[config.mk]
export PLATFORM = sky130hd
export DESIGN_NAME = rf_host_port
export DESIGN_NICKNAME = d
export VERILOG_FILES = /design/src/rtl/rf_host_port.sv
export SDC_FILE = /design/constraint.sdc
export NUM_CORES = 1
export LEC_CHECK = 0
export BUFFER_PORTS_ARGS = -buffer_cell sky130_fd_sc_hd__buf_4
export CAP_MARGIN = 20
export CORE_MARGIN = 2
export CORE_UTILIZATION = 50
export CTS_BUF_LIST = sky130_fd_sc_hd__clkbuf_2 sky130_fd_sc_hd__clkbuf_4 sky130_fd_sc_hd__clkbuf_8
export DETAILED_ROUTE_END_ITERATION = 12
export PLACE_DENSITY = 0.87
export SKIP_CTS_REPAIR_TIMING = 1
export SLEW_MARGIN = 25
export SYNTH_ARGS = -nofsm -noshare
export SYNTH_HDL_FRONTEND = slang
export SYNTH_SLANG_ARGS = --single-unit
[constraint.sdc]
create_clock -name clk -period 2.9 [get_ports clk]
set_input_delay 0.29 -clock clk [delete_from_list [all_inputs] [get_ports clk]]
set_output_delay 0.29 -clock clk [all_outputs]
set_load 0.02 [all_outputs]
[src/rtl/rf_host_port.sv]
// Host-side command port for the register file: streams words in (LOAD),
// streams words out (DUMP) or zero-fills (CLEAR) a wrapping address window.
module rf_host_port #(
    parameter int DW   = 64,
    parameter int AW   = 3,
    parameter int NREG = 8
) (
    input  logic          clk,
    input  logic          rst,
    input  logic          cmd_valid,
    output logic          cmd_ready,
    input  logic [1:0]    cmd_op,
    input  logic [AW-1:0] cmd_base,
    input  logic [AW:0]   cmd_len,
    input  logic          in_valid,
    output logic          in_ready,
    input  logic [DW-1:0] in_data,
    output logic          out_valid,
    input  logic          out_ready,
    output logic [DW-1:0] out_data,
    output logic          out_last,
    output logic          done,
    output logic          err,
    output logic          rf_wena,
    output logic [AW-1:0] rf_waddr,
    output logic [DW-1:0] rf_wdata,
    output logic [AW-1:0] rf_r0addr,
    input  logic [DW-1:0] rf_r0data
);

    typedef enum logic [2:0] {IDLE, LOAD, CLEAR, DUMP, FIN} state_t;

    localparam logic [1:0] OP_LOAD  = 2'b00;
    localparam logic [1:0] OP_DUMP  = 2'b01;
    localparam logic [1:0] OP_CLEAR = 2'b10;
    localparam logic [AW:0] NREG_L  = (AW+1)'(NREG);

    state_t        state_q, state_d;
    logic [AW-1:0] base_q, base_d;
    logic [AW:0]   len_q, len_d;
    logic [AW:0]   cnt_q, cnt_d;
    logic          err_q, err_d;
    logic          wena_q, wena_d;
    logic [AW-1:0] waddr_q, waddr_d;
    logic [DW-1:0] wdata_q, wdata_d;
    logic          out_valid_q, out_valid_d;
    logic          out_last_q, out_last_d;
    logic [DW-1:0] out_data_q, out_data_d;
    logic [AW-1:0] cur_addr;
    logic          cmd_bad;

    // cnt_q counts elements issued; the address wraps naturally in AW bits
    assign cur_addr = base_q + cnt_q[AW-1:0];
    assign cmd_bad  = (cmd_op == 2'b11) || (cmd_len > NREG_L);

    assign cmd_ready = (state_q == IDLE);
    assign in_ready  = (state_q == LOAD) && (cnt_q != len_q);
    assign done      = (state_q == FIN);
    assign err       = (state_q == FIN) && err_q;
    assign rf_wena   = wena_q;
    assign rf_waddr  = waddr_q;
    assign rf_wdata  = wdata_q;
    assign out_valid = out_valid_q;
    assign out_last  = out_last_q;
    assign out_data  = out_data_q;
    // In IDLE the read port looks at the offered base so a DUMP can prefetch at the command edge
    assign rf_r0addr = (state_q == IDLE) ? (cmd_valid ? cmd_base : '0) : cur_addr;

    always_comb begin
        state_d     = state_q;
        base_d      = base_q;
        len_d       = len_q;
        cnt_d       = cnt_q;
        err_d       = err_q;
        wena_d      = 1'b0;
        waddr_d     = waddr_q;
        wdata_d     = wdata_q;
        out_valid_d = out_valid_q;
        out_last_d  = out_last_q;
        out_data_d  = out_data_q;
        case (state_q)
            IDLE: begin
                if (cmd_valid) begin
                    base_d = cmd_base;
                    len_d  = cmd_len;
                    cnt_d  = '0;
                    err_d  = cmd_bad;
                    if (cmd_bad || (cmd_len == '0)) begin
                        state_d = FIN;
                    end else begin
                        case (cmd_op)
                            OP_LOAD:  state_d = LOAD;
                            OP_CLEAR: state_d = CLEAR;
                            OP_DUMP: begin
                                state_d     = DUMP;
                                out_valid_d = 1'b1;
                                out_data_d  = rf_r0data;
                                out_last_d  = (cmd_len == (AW+1)'(1));
                                cnt_d       = (AW+1)'(1);
                            end
                            default: state_d = FIN;
                        endcase
                    end
                end
            end
            // The extra cycle with cnt_q == len_q lets the last registered write drain before FIN
            LOAD: begin
                if (in_valid && in_ready) begin
                    wena_d  = 1'b1;
                    waddr_d = cur_addr;
                    wdata_d = in_data;
                    cnt_d   = cnt_q + 1'b1;
                end else if (cnt_q == len_q) begin
                    state_d = FIN;
                end
            end
            CLEAR: begin
                if (cnt_q != len_q) begin
                    wena_d  = 1'b1;
                    waddr_d = cur_addr;
                    wdata_d = '0;
                    cnt_d   = cnt_q + 1'b1;
                end else begin
                    state_d = FIN;
                end
            end
            DUMP: begin
                if (out_valid_q && out_ready && out_last_q) begin
                    out_valid_d = 1'b0;
                    out_last_d  = 1'b0;
                    state_d     = FIN;
                end else if ((!out_valid_q || out_ready) && (cnt_q != len_q)) begin
                    out_valid_d = 1'b1;
                    out_data_d  = rf_r0data;
                    out_last_d  = (cnt_q == (len_q - 1'b1));
                    cnt_d       = cnt_q + 1'b1;
                end else if (out_valid_q && out_ready) begin
                    out_valid_d = 1'b0;
                    out_last_d  = 1'b0;
                end
            end
            FIN: begin
                state_d = IDLE;
                err_d   = 1'b0;
            end
            default: state_d = IDLE;
        endcase
    end

    always_ff @(posedge clk) begin
        if (rst) begin
            state_q     <= IDLE;
            base_q      <= '0;
            len_q       <= '0;
            cnt_q       <= '0;
            err_q       <= 1'b0;
            wena_q      <= 1'b0;
            waddr_q     <= '0;
            wdata_q     <= '0;
            out_valid_q <= 1'b0;
            out_last_q  <= 1'b0;
            out_data_q  <= '0;
        end else begin
            state_q     <= state_d;
            base_q      <= base_d;
            len_q       <= len_d;
            cnt_q       <= cnt_d;
            err_q       <= err_d;
            wena_q      <= wena_d;
            waddr_q     <= waddr_d;
            wdata_q     <= wdata_d;
            out_valid_q <= out_valid_d;
            out_last_q  <= out_last_d;
            out_data_q  <= out_data_d;
        end
    end

endmodule

## Yosys cells after proc, flatten, opt, wreduce, memory -nomap -nowiden

Cells that the tools add are included.
Widths: inputs -> output; s select.

| word-level totals | value |
|---|---|
| flip-flop bits (word level) | 149 |
| input bits | 142 |
| logic and storage cells | 110 |

| operators by class | value |
|---|---|
| $add $sub $neg | 3 |
| $lt $le $gt $ge | 1 |
| eq/ne operators | 23 |
| muxes and demuxes | 48 |
| reduce and logical (&&, ||, !) cells | 24 |

Operators by type and width:

| kind | number |
|---|---|
| $mux 64 | 7 |
| $pmux 64 s2 | 2 |
| $mux 3 | 10 |
| $mux 4 | 5 |
| $mux 1 | 16 |
| $ne 2x2->1 const B | 8 |
| $pmux 4 s4 | 1 |
| $pmux 3 s4 | 1 |
| $reduce_and 6->1 | 2 |
| $reduce_and 5->1 | 2 |
| $pmux 3 s3 | 1 |
| $eq 4x4->1 | 2 |
| $pmux 1 s2 | 4 |
| $eq 3x2->1 const B | 2 |
| $logic_and 1x1->1 | 6 |
| $ne 2x1->1 const B | 3 |
| $pmux 3 s2 | 1 |
| $reduce_bool 2->1 | 3 |
| $add 4x1->4 const B | 1 |
| $eq 2x2->1 const B | 2 |
| $eq 4x1->1 const B | 1 |
| $gt 4x4->1 const B | 1 |
| $logic_not 4->1 | 1 |
| $ne 4x4->1 | 1 |
| other kinds (13) | 16 |

## Longest topological paths before layout

Gate-level depths: netlist (run 1).

| depth | value |
|---|---|
| word-level depth | 6 |
| gate-level depth with buffers | 9 |
| gate-level depth less buffers | 6 |

## Worst setup path after synthesis (run 1)

Ideal clock, no wire load.

| timing path | value |
|---|---|
| path kind | register to output |
| from | register state_q[0] |
| to | output port rf_r0addr[1] |
| data arrival time | 1.728 ns |
| slack | 0.882 ns |
| stages on the path, launching flop included | 8 |
| buffers on the path | 2 |
| cells stage by stage | dfxtp_1 > buf_2 > or3_4 > inv_2 > and2_1 > clkbuf_1 > nand2_1 > o21ai_0 |

| on the way | value |
|---|---|
| word-level cells in the longest chain between the ends | 2 |

RTL lines:

| element | line | text |
|---|---|---|
| start, declared | 38 | `state_t state_q, state_d;` |
| start signal, assigned | 164 | `state_q <= state_d;` |
| $logic_not 3->1 | - |  |
| net cmd_ready | 11 | `output logic cmd_ready,` |
| $mux 3 | 67 | `assign rf_r0addr = (state_q == IDLE) ? (cmd_valid ? cmd_base : '0) : cur_addr;` |
| end, declared | 27 | `output logic [AW-1:0] rf_r0addr,` |

The timed path passes the listed nets, and every way through them passes these cells.

## Final worst setup path (run 1)

| timing path | value |
|---|---|
| from | register state_q[0] |
| to | output port rf_r0addr[2] |

| on the way | value |
|---|---|
| word-level cells in the longest chain between the ends | 2 |

RTL lines:

| element | line |
|---|---|
| $logic_not 3->1 | 67 |
| $mux 3 | 67 |

Every way passes these cells.

==> results.txt, run 1 <==
The run finished with clean final reports. The number of pins with negative max-slew slack in the final report was 0. The count of port buffers added during placement came out at 282. Measured against its own limit, the worst slew margin works out to 0.529. The area growth from synthesis to final layout is 44.7%.

On the critical path, the stage with the largest delay is an instance of sky130_fd_sc_hd__or3_4. The detailed-routing iteration count for the pre-antenna-repair pass came out at 5. The number of flops mapped to enable cells by yosys came out at 0. The total inserted antenna cells is 0. By area the synthesized netlist is led by sky130_fd_sc_hd__dfxtp_1 (50%), sky130_fd_sc_hd__a21oi_1 (12%), sky130_fd_sc_hd__nand3_1 (11%).

The clock transition at the register clock pins on the worst setup and hold paths after CTS is 0.08 ns. The via count of the first global-routing pass came to 5743. For this block, the initial DRC count from the detailed router was 630.

The worst hold path belongs to the class in -> reg. In the synthesized netlist the dominant register cell turns out to be sky130_fd_sc_hd__dfxtp_1. The effective utilization at floorplan came out at 0.506. Setup repair after global routing left no endpoint under its margin. The detailed placement HPWL came out at 12.6 mm. After technology mapping, the gate count stands at between 700 and 800. The portion of the clock cycle consumed by the worst path in the final layout came out at 0.881. During synthesis, Yosys emitted a total of 0 warnings. In the routed design, unresolved DRC markers number 0. The number of distinct library cells after synthesis came out at 49. The part of the power in registers came out at 0.440.

In this run the remaining antenna-violating nets after routing total 0. The slew at the pin closest to its max-slew limit came out at about 0.7 ns. The total power divided by cell area is approximately 580 nW/um^2. The residual overflow from global routing came out at 0.

The synthesized cell area is about 6000 sq um. The number of antenna violations at the first check in global routing is 0. The total wire length after detailed routing is 18.5 mm.

In this run the static leakage power is roughly 3.6 nW. The clock power share is 0.368. After synthesis the netlist holds a flip-flop and latch count of 149. The largest driver fanout on the critical path is 10.

The worst-case register-to-register setup slack is 0.66 ns. The longest clock path from root to sink contains 2 buffers. The number of cell instances on the worst register-to-register path is 6. Measured along the y axis, the die boundary spans 114 um. The worst clock skew is 0.00991 ns. The smallest clock period supported by the final layout is computed as 2.55 ns.

The setup TNS after final layout is 0 ns. The total routing usage reported by global routing is 0.276. The vias after detailed routing is 6336. The number of endpoints failing setup at the final stage came out at 0. The cell internal power dissipation came out at 0.00370 W.

In this run the top signal layer used is met4. Counting the buffers created by CTS gives 17. The total I/O pin count is 283. The average instance area after synthesis came out at 8.11 sq um. The area of the core came out at 11900 sq um.

The number of nets produced by synthesis came out at 889. The first global-routing pass estimated 28.6 mm of wire. The post-route core utilization came out at 0.732. The fraction of power consumed by combinational cells is 0.192. The insertion delay of the later-clocked pin in the worst-skew pair is 0.44 ns.

sky130_fd_sc_hd__dfxtp_1 is the most common cell in the netlist. The top cell type's share of synthesized area is 0.497. The highest clock rate is 0.391 GHz. In the synthesized netlist, the cells that appear most often are sky130_fd_sc_hd__dfxtp_1 (149), sky130_fd_sc_hd__a21oi_1 (142), sky130_fd_sc_hd__nand3_1 (133), sky130_fd_sc_hd__nand2_1 (89), sky130_fd_sc_hd__o21ai_0 (59).

Walking the worst path, the cells encountered are or3_4 > inv_2 > and2_1 > buf_4 > nand2_1 > o21ai_0 > buf_4. The via density per instance came out at between 5 and 6. The fraction of the yosys area taken by sequential cells is 0.497. The count of standard-cell rows is 40.

The cell repeated most along the worst path is sky130_fd_sc_hd__buf_4. The detail-routed net length per standard cell came out at 16.1 um. The number of levels the H-tree was split into came out at 4. In this run the power spent charging and discharging nets is about 0.0014 W. The proportion of register bits with asynchronous set or reset after synthesis is 0. The required time at the endpoint of the critical path is 2.61 ns.

The met1 routed wirelength after detailed routing is 7.47 mm. The critical path is of the reg -> out type. The count of endpoints failing hold in the final timing report is 0.

The routed length on met3 is around 1 mm. The die span in x is 114 um. For the worst setup path, the data arrival time is 2.26 ns. The CTS tree is built. The launch point of the worst reg-to-reg path is cnt_q[0].

The most critical setup path has its endpoint at rf_r0addr[2]. The endpoint identified for the worst register-to-register timing path is out_data[21]. Along the worst hold path, the cell count comes to 3. The worst-case IR drop observed on VDD is between 400 and 500 uV. The source of the critical timing path is state_q[0]. The amount of wire on met2 after detailed routing is 9.36 mm. At the end of routability-driven placement, the weighted congestion stood at 0.840. The peak per-stage delay on the critical path came out at 0.47 ns.

The kind of end point of the critical path is an output port. The max-capacitance violation count came out at 0. The root buffer selected by CTS is sky130_fd_sc_hd__clkbuf_8.

Summed over all instances, the cell type with the most area after synthesis is sky130_fd_sc_hd__dfxtp_1. The number of sinks on the clock net came out at 149. In the final layout, the share of cells above drive strength 1 is 0.341. The floorplan step defined a die boundary enclosing 12900 sq um. The largest net degree at the start of global routing came out at 70. The number of nets at the end of the flow came out at 1138. The critical path startpoint category is a register. Of the total power, the share spent switching nets is 0.268.
==> kinds of logic (layout without fill, tap and decap cells) <==
| family | after synthesis | count (layout) | synth area share |
|---|---|---|---|
| muxes | 2 | 2 | 0.00333 |
| adders and majority gates | 7 | 7 | 0.0158 |
| xor gates and xnor gates | 9 | 9 | 0.0131 |
| DFF | 149 | 149 | 0.497 |
| AOI/OAI and AO/OA | 234 | 234 | 0.208 |
| buffers and inverters | 79 | 340 | 0.0575 |
| and+or+nand+nor | 260 | 260 | 0.206 |
==> area by class of cell <==
cell class	count	area (sq um)
repair buffers	298	2300
clock inverters	9	173
inverters	11	41.3
well taps	147	184
clock buffers	22	297
multi-input cells	512	2710
fillers	902	3170
flip-flops and latches	149	2980
==> power groups by stage <==
stage	combinational [W]	clock (W)	sequential (W)
final	0.000969	0.00186	0.00222
after global routing	0.00105	0.00198	0.00224
after CTS	0.000970	0.00188	0.00222
after detailed placement	0.000965	0	0.00227
after global placement	0.000948	0	0.00226
after floorplan	0.000403	0	0.00238
==> metal layers <==
| metal | vias up | GRT usage |
|---|---|---|
| met3 | 47 | 0.0563 |
| met1 | 2960 | 0.337 |
| li1 | 3079 | - |
| met4 | 0 | 0.122 |
| met2 | 250 | 0.471 |
| met5 | - | 0 |
==> registers in the layout, indices dropped and copies added (netlist names) <==
register,flops
base_q,3
cnt_q,4
err_q,1
len_q,4
out_data,64
out_last,1
out_valid,1
rf_waddr,3
rf_wdata,64
rf_wena,1
state_q,3
==> stage by stage <==
step	total power [W]	hold slack [ns]	area (sq um)	worst slack (ns)	std cells
final	0.00505	0.107	8690	0.346	1148
after global routing	0.00526	0.0803	8690	0.214	1148
after CTS	0.00508	0.0791	8690	0.318	1148
after detailed placement	0.00323	0.444	8220	0.708	1117
after global placement	0.00321	0.439	8220	0.748	1117
after floorplan	0.00278	0.426	6000	0.882	740
==> placed cells by master (no fill, tap or decap), types with 2 or more instances in the layout <==
cell type	n
sky130_fd_sc_hd__a21boi_0	2
sky130_fd_sc_hd__buf_12	5
sky130_fd_sc_hd__nor2_1	10
sky130_fd_sc_hd__ha_1	6
sky130_fd_sc_hd__dfxtp_1	149
sky130_fd_sc_hd__inv_1	10
sky130_fd_sc_hd__mux2i_1	2
sky130_fd_sc_hd__clkinv_2	3
sky130_fd_sc_hd__buf_4	293
sky130_fd_sc_hd__a211oi_1	3
sky130_fd_sc_hd__bufinv_16	5
sky130_fd_sc_hd__xor2_1	6
sky130_fd_sc_hd__o21ai_0	59
sky130_fd_sc_hd__nand2_2	2
sky130_fd_sc_hd__nor2b_1	3
sky130_fd_sc_hd__or4_1	2
sky130_fd_sc_hd__nand3_1	133
sky130_fd_sc_hd__nor4_1	2
sky130_fd_sc_hd__a21oi_1	142
sky130_fd_sc_hd__nor3_1	4
sky130_fd_sc_hd__nand2_1	88
sky130_fd_sc_hd__or3_1	3
sky130_fd_sc_hd__and3_1	2
sky130_fd_sc_hd__clkbuf_8	21
sky130_fd_sc_hd__o21ai_1	12
sky130_fd_sc_hd__xnor2_1	3
sky130_fd_sc_hd__o31ai_1	4
==> worst min path at each step <==
stage,from,to,slack (ns)
6_report,rf_r0data[33],out_data[33],0.11
5_1_grt,rf_r0data[57],out_data[57],0.08
4_1_cts,rf_r0data[22],out_data[22],0.08
3_5_place_dp,rf_wdata[27],rf_wdata[27],0.44
3_3_place_gp,rf_wdata[35],rf_wdata[35],0.44
2_1_floorplan,cmd_len[3],len_q[3],0.43
==> worst max-delay path: cells and delay by family, from the launching register on <==
kind | cells | cell delay, ns
buf+inv | 3 | 0.52
compound gates | 1 | 0.10
flops | 1 | 0.42
simple gates | 3 | 0.78
(Power assumes the default switching activity.)
==> inputs of run 2 (changes only) <==
--- a/config.mk
+++ b/config.mk
@@ -7,11 +7,14 @@
 export LEC_CHECK = 0
 export BUFFER_PORTS_ARGS = -buffer_cell sky130_fd_sc_hd__buf_4
 export CAP_MARGIN = 20
+export CELL_PAD_IN_SITES_DETAIL_PLACEMENT = 0
+export CELL_PAD_IN_SITES_GLOBAL_PLACEMENT = 1
 export CORE_MARGIN = 2
-export CORE_UTILIZATION = 50
+export CORE_UTILIZATION = 30
 export CTS_BUF_LIST = sky130_fd_sc_hd__clkbuf_2 sky130_fd_sc_hd__clkbuf_4 sky130_fd_sc_hd__clkbuf_8
 export DETAILED_ROUTE_END_ITERATION = 12
-export PLACE_DENSITY = 0.87
+export MAX_ROUTING_LAYER = met4
+export PLACE_DENSITY = 0.79
 export SKIP_CTS_REPAIR_TIMING = 1
 export SLEW_MARGIN = 25
 export SYNTH_ARGS = -nofsm -noshare
==> constraint.sdc (replaced) <==
create_clock -name clk -period 2.1 [get_ports clk]
set_input_delay 0.21 -clock clk [delete_from_list [all_inputs] [get_ports clk]]
set_output_delay 0.21 -clock clk [all_outputs]
set_load 0.02 [all_outputs]
==> results.txt, run 2 (synthesis gave the netlist of run 1 again) <==
The clock transition at the register clock pins on the worst setup and hold paths after CTS is 0.09 ns. Traced cell by cell, the critical path runs through buf_6 > ha_4 > inv_2 > fa_2 > xnor2_2 > xnor2_2 > o21ai_1 > buf_4. In the layout the commonest cells are sky130_fd_sc_hd__buf_4 (297), sky130_fd_sc_hd__dfxtp_1 (145), sky130_fd_sc_hd__a21oi_1 (142), sky130_fd_sc_hd__nand3_1 (133), sky130_fd_sc_hd__nand2_1 (86). The critical path startpoint category is a register. The largest driver fanout on the critical path is 5.

Tracing the worst setup path back leads to its startpoint at cnt_q[0]. The number of cell instances on the worst register-to-register path came out at 8. The worst clock skew is 0.0125 ns. The endpoint identified for the worst register-to-register timing path is out_data[40]. The die span in x is 145 um.

The most common library cell in the layout ignoring fill and taps is sky130_fd_sc_hd__buf_4. The die is approximately 150 um tall. On the critical path, the stage with the largest delay is an instance of sky130_fd_sc_hd__fa_2. The placed standard-cell area is 8520 sq um. The worst-case register-to-register setup slack came out at 0.07 ns. TritonCTS built the clock tree. The largest net degree at the start of global routing is 76. After global routing the overflow that remains totals 0.

Setup repair after global routing could not meet its margin everywhere. The static leakage power is a little under 4 nW. The effective utilization at floorplan came out at 0.307. The area growth from synthesis to final layout came out at 57.6%.

The type of the setup path with the least slack is reg -> out. The slew at the pin closest to its max-slew limit came out at 0.451 ns. Detailed placement finished with a half-perimeter wire length of 13.2 mm. The detailed-routing iteration count for the pre-antenna-repair pass is 4. In the final routed layout, each cell accounts on average for 15.7 um. The die outline area came out at 21200 sq um. In this run the power density over the cells is 728 nW/um^2. The number of antenna violations at the first check in global routing is 0.

After detailed routing, the number of vias per cell comes to 4.85. The run finished, with violations left. The final non-filler cell area is 9460 sq um. The number of pins with negative max-slew slack in the final report came to 0. On the worst path, the slowest cell contributes a delay of 0.37 ns. For the worst setup path, the data required time is 1.89 ns. The DRC violation total after the first TritonRoute iteration is between 300 and 400. The post-route core utilization is 0.484. The insertion delay of the later-clocked pin in the worst-skew pair is 0.44 ns. The number of nets at the end of the flow came out at 1187. The total I/O pin count came out at 283. The area of the core is 19500 sq um.

The count of endpoints failing hold in the final timing report came out at 0. Setup slack on the critical path of the routed design comes to -0.144 ns. By instance count, the cell type seen most on the critical path is sky130_fd_sc_hd__xnor2_2. The via count of the first global-routing pass came to 5728. Derived from the worst setup path, the maximum achievable clock frequency is 0.446 GHz. The signal arrival time at the worst endpoint is 2.03 ns. At the end of routability-driven placement, the weighted congestion stood at 0.837. STA classifies the critical path endpoint as an output port. The min-delay analysis places its worst path in the category in -> reg. The global-route wire length before repair came out at 30.9 mm. The final routed DRC violation total is 0.

In this run the tightest slew margin relative to its limit is 0.696. The root buffer selected by CTS is sky130_fd_sc_hd__clkbuf_8. The share of final-layout standard cells stronger than drive strength 1 came out at 0.356. Detailed routing inserted a total of 6378 vias. The number of levels the H-tree was split into is 4. Counting the fill cells in the layout gives 1967. The count of standard-cell rows came out at between 50 and 60. Wires add up to 20.7 mm.

IR analysis of the VDD net gives a maximum drop of 354 uV. Of the available clock period, the critical path in the final layout requires 1.07. The final reports fail on setup timing.

The clock period minus worst slack is 2.24 ns. The number of buffers added by the clock tree synthesis step is 17. Setup violations remaining at the end of the flow were counted as 2. Across every metal layer, demand over resource in global routing totals 0.184.

The critical path ends at rf_r0addr[2]. The number of buffers between clock root and the deepest sink is 2. The remaining number of nets flagged by the antenna check after routing is 0. The count of port buffers added during placement came out at 282. The number of sinks on the clock net came out at 149. In this run the critical register-to-register path is launched from cnt_q[0].

0 antenna diodes ended up in the layout. The max-capacitance violation count came out at 0.
==> run 2: how the worst min path moves through the flow <==
stage	startpoint	to	cells after the start
global route	rf_r0data[30]	out_data[30]	3
floorplan	cmd_len[3]	len_q[3]	2
CTS	rst	base_q[1]	2
finish	rf_r0data[38]	out_data[38]	3
detailed placement	rst	base_q[1]	2
global placement	rf_wdata[36]	rf_wdata[36]	2
==> run 2: layer usage <==
layer / global-route usage / vias up / part of all wire
li1: - / 3182 / -
met1: 0.225 / 2988 / 0.44
met2: 0.296 / 173 / 0.50
met3: 0.0417 / 35 / 0.042
met4: 0.0686 / 0 / 0.025
met5: - / - / 0
==> run 2: through the flow <==
| stage | hold WS, ns | std cells | power, W | TNS (ns) | setup WS (ns) |
|---|---|---|---|---|---|
| final | 0.0147 | 1316 | 0.00688 | -0.191 | -0.144 |
| after global routing | -0.000783 | 1316 | 0.00722 | -0.562 | -0.254 |
| after CTS | -0.0538 | 1277 | 0.00686 | -5.28 | -0.331 |
| after detailed placement | 0.442 | 1245 | 0.00453 | -2.71 | -0.0737 |
| after global placement | 0.438 | 1245 | 0.00452 | 0 | 0.0242 |
| after floorplan | 0.346 | 740 | 0.00384 | 0 | 0.151 |
==> run 2: layout make-up <==
type	count	area (sq um)	share of cell area
flip-flops and latches	149	2990	0.316
repair buffers	347	2900	0.307
multi-input cells	512	2770	0.293
well taps	265	332	0.0351
clock buffers	20	263	0.0278
clock inverters	12	146	0.0155
inverters	11	48.8	0.00516
==> run 2: worst max-delay path, delay by kind of cell, from the launching register on <==
| family | cells | cell delay, ns |
|---|---|---|
| DFF | 1 | 0.35 |
| AOI/OAI and AO/OA | 1 | 0.14 |
| buffers and inverters | 3 | 0.31 |
| xor gates and xnor gates | 2 | 0.31 |
| adders and majority gates | 2 | 0.49 |
==> run 2: where the power goes <==
part	internal (W)	switching, W	total [W]
Combinational	0.000692	0.000793	0.00149
Clock	0.00114	0.00119	0.00233
Sequential	0.00298	0.0000891	0.00307
Total	0.00481	0.00207	0.00688
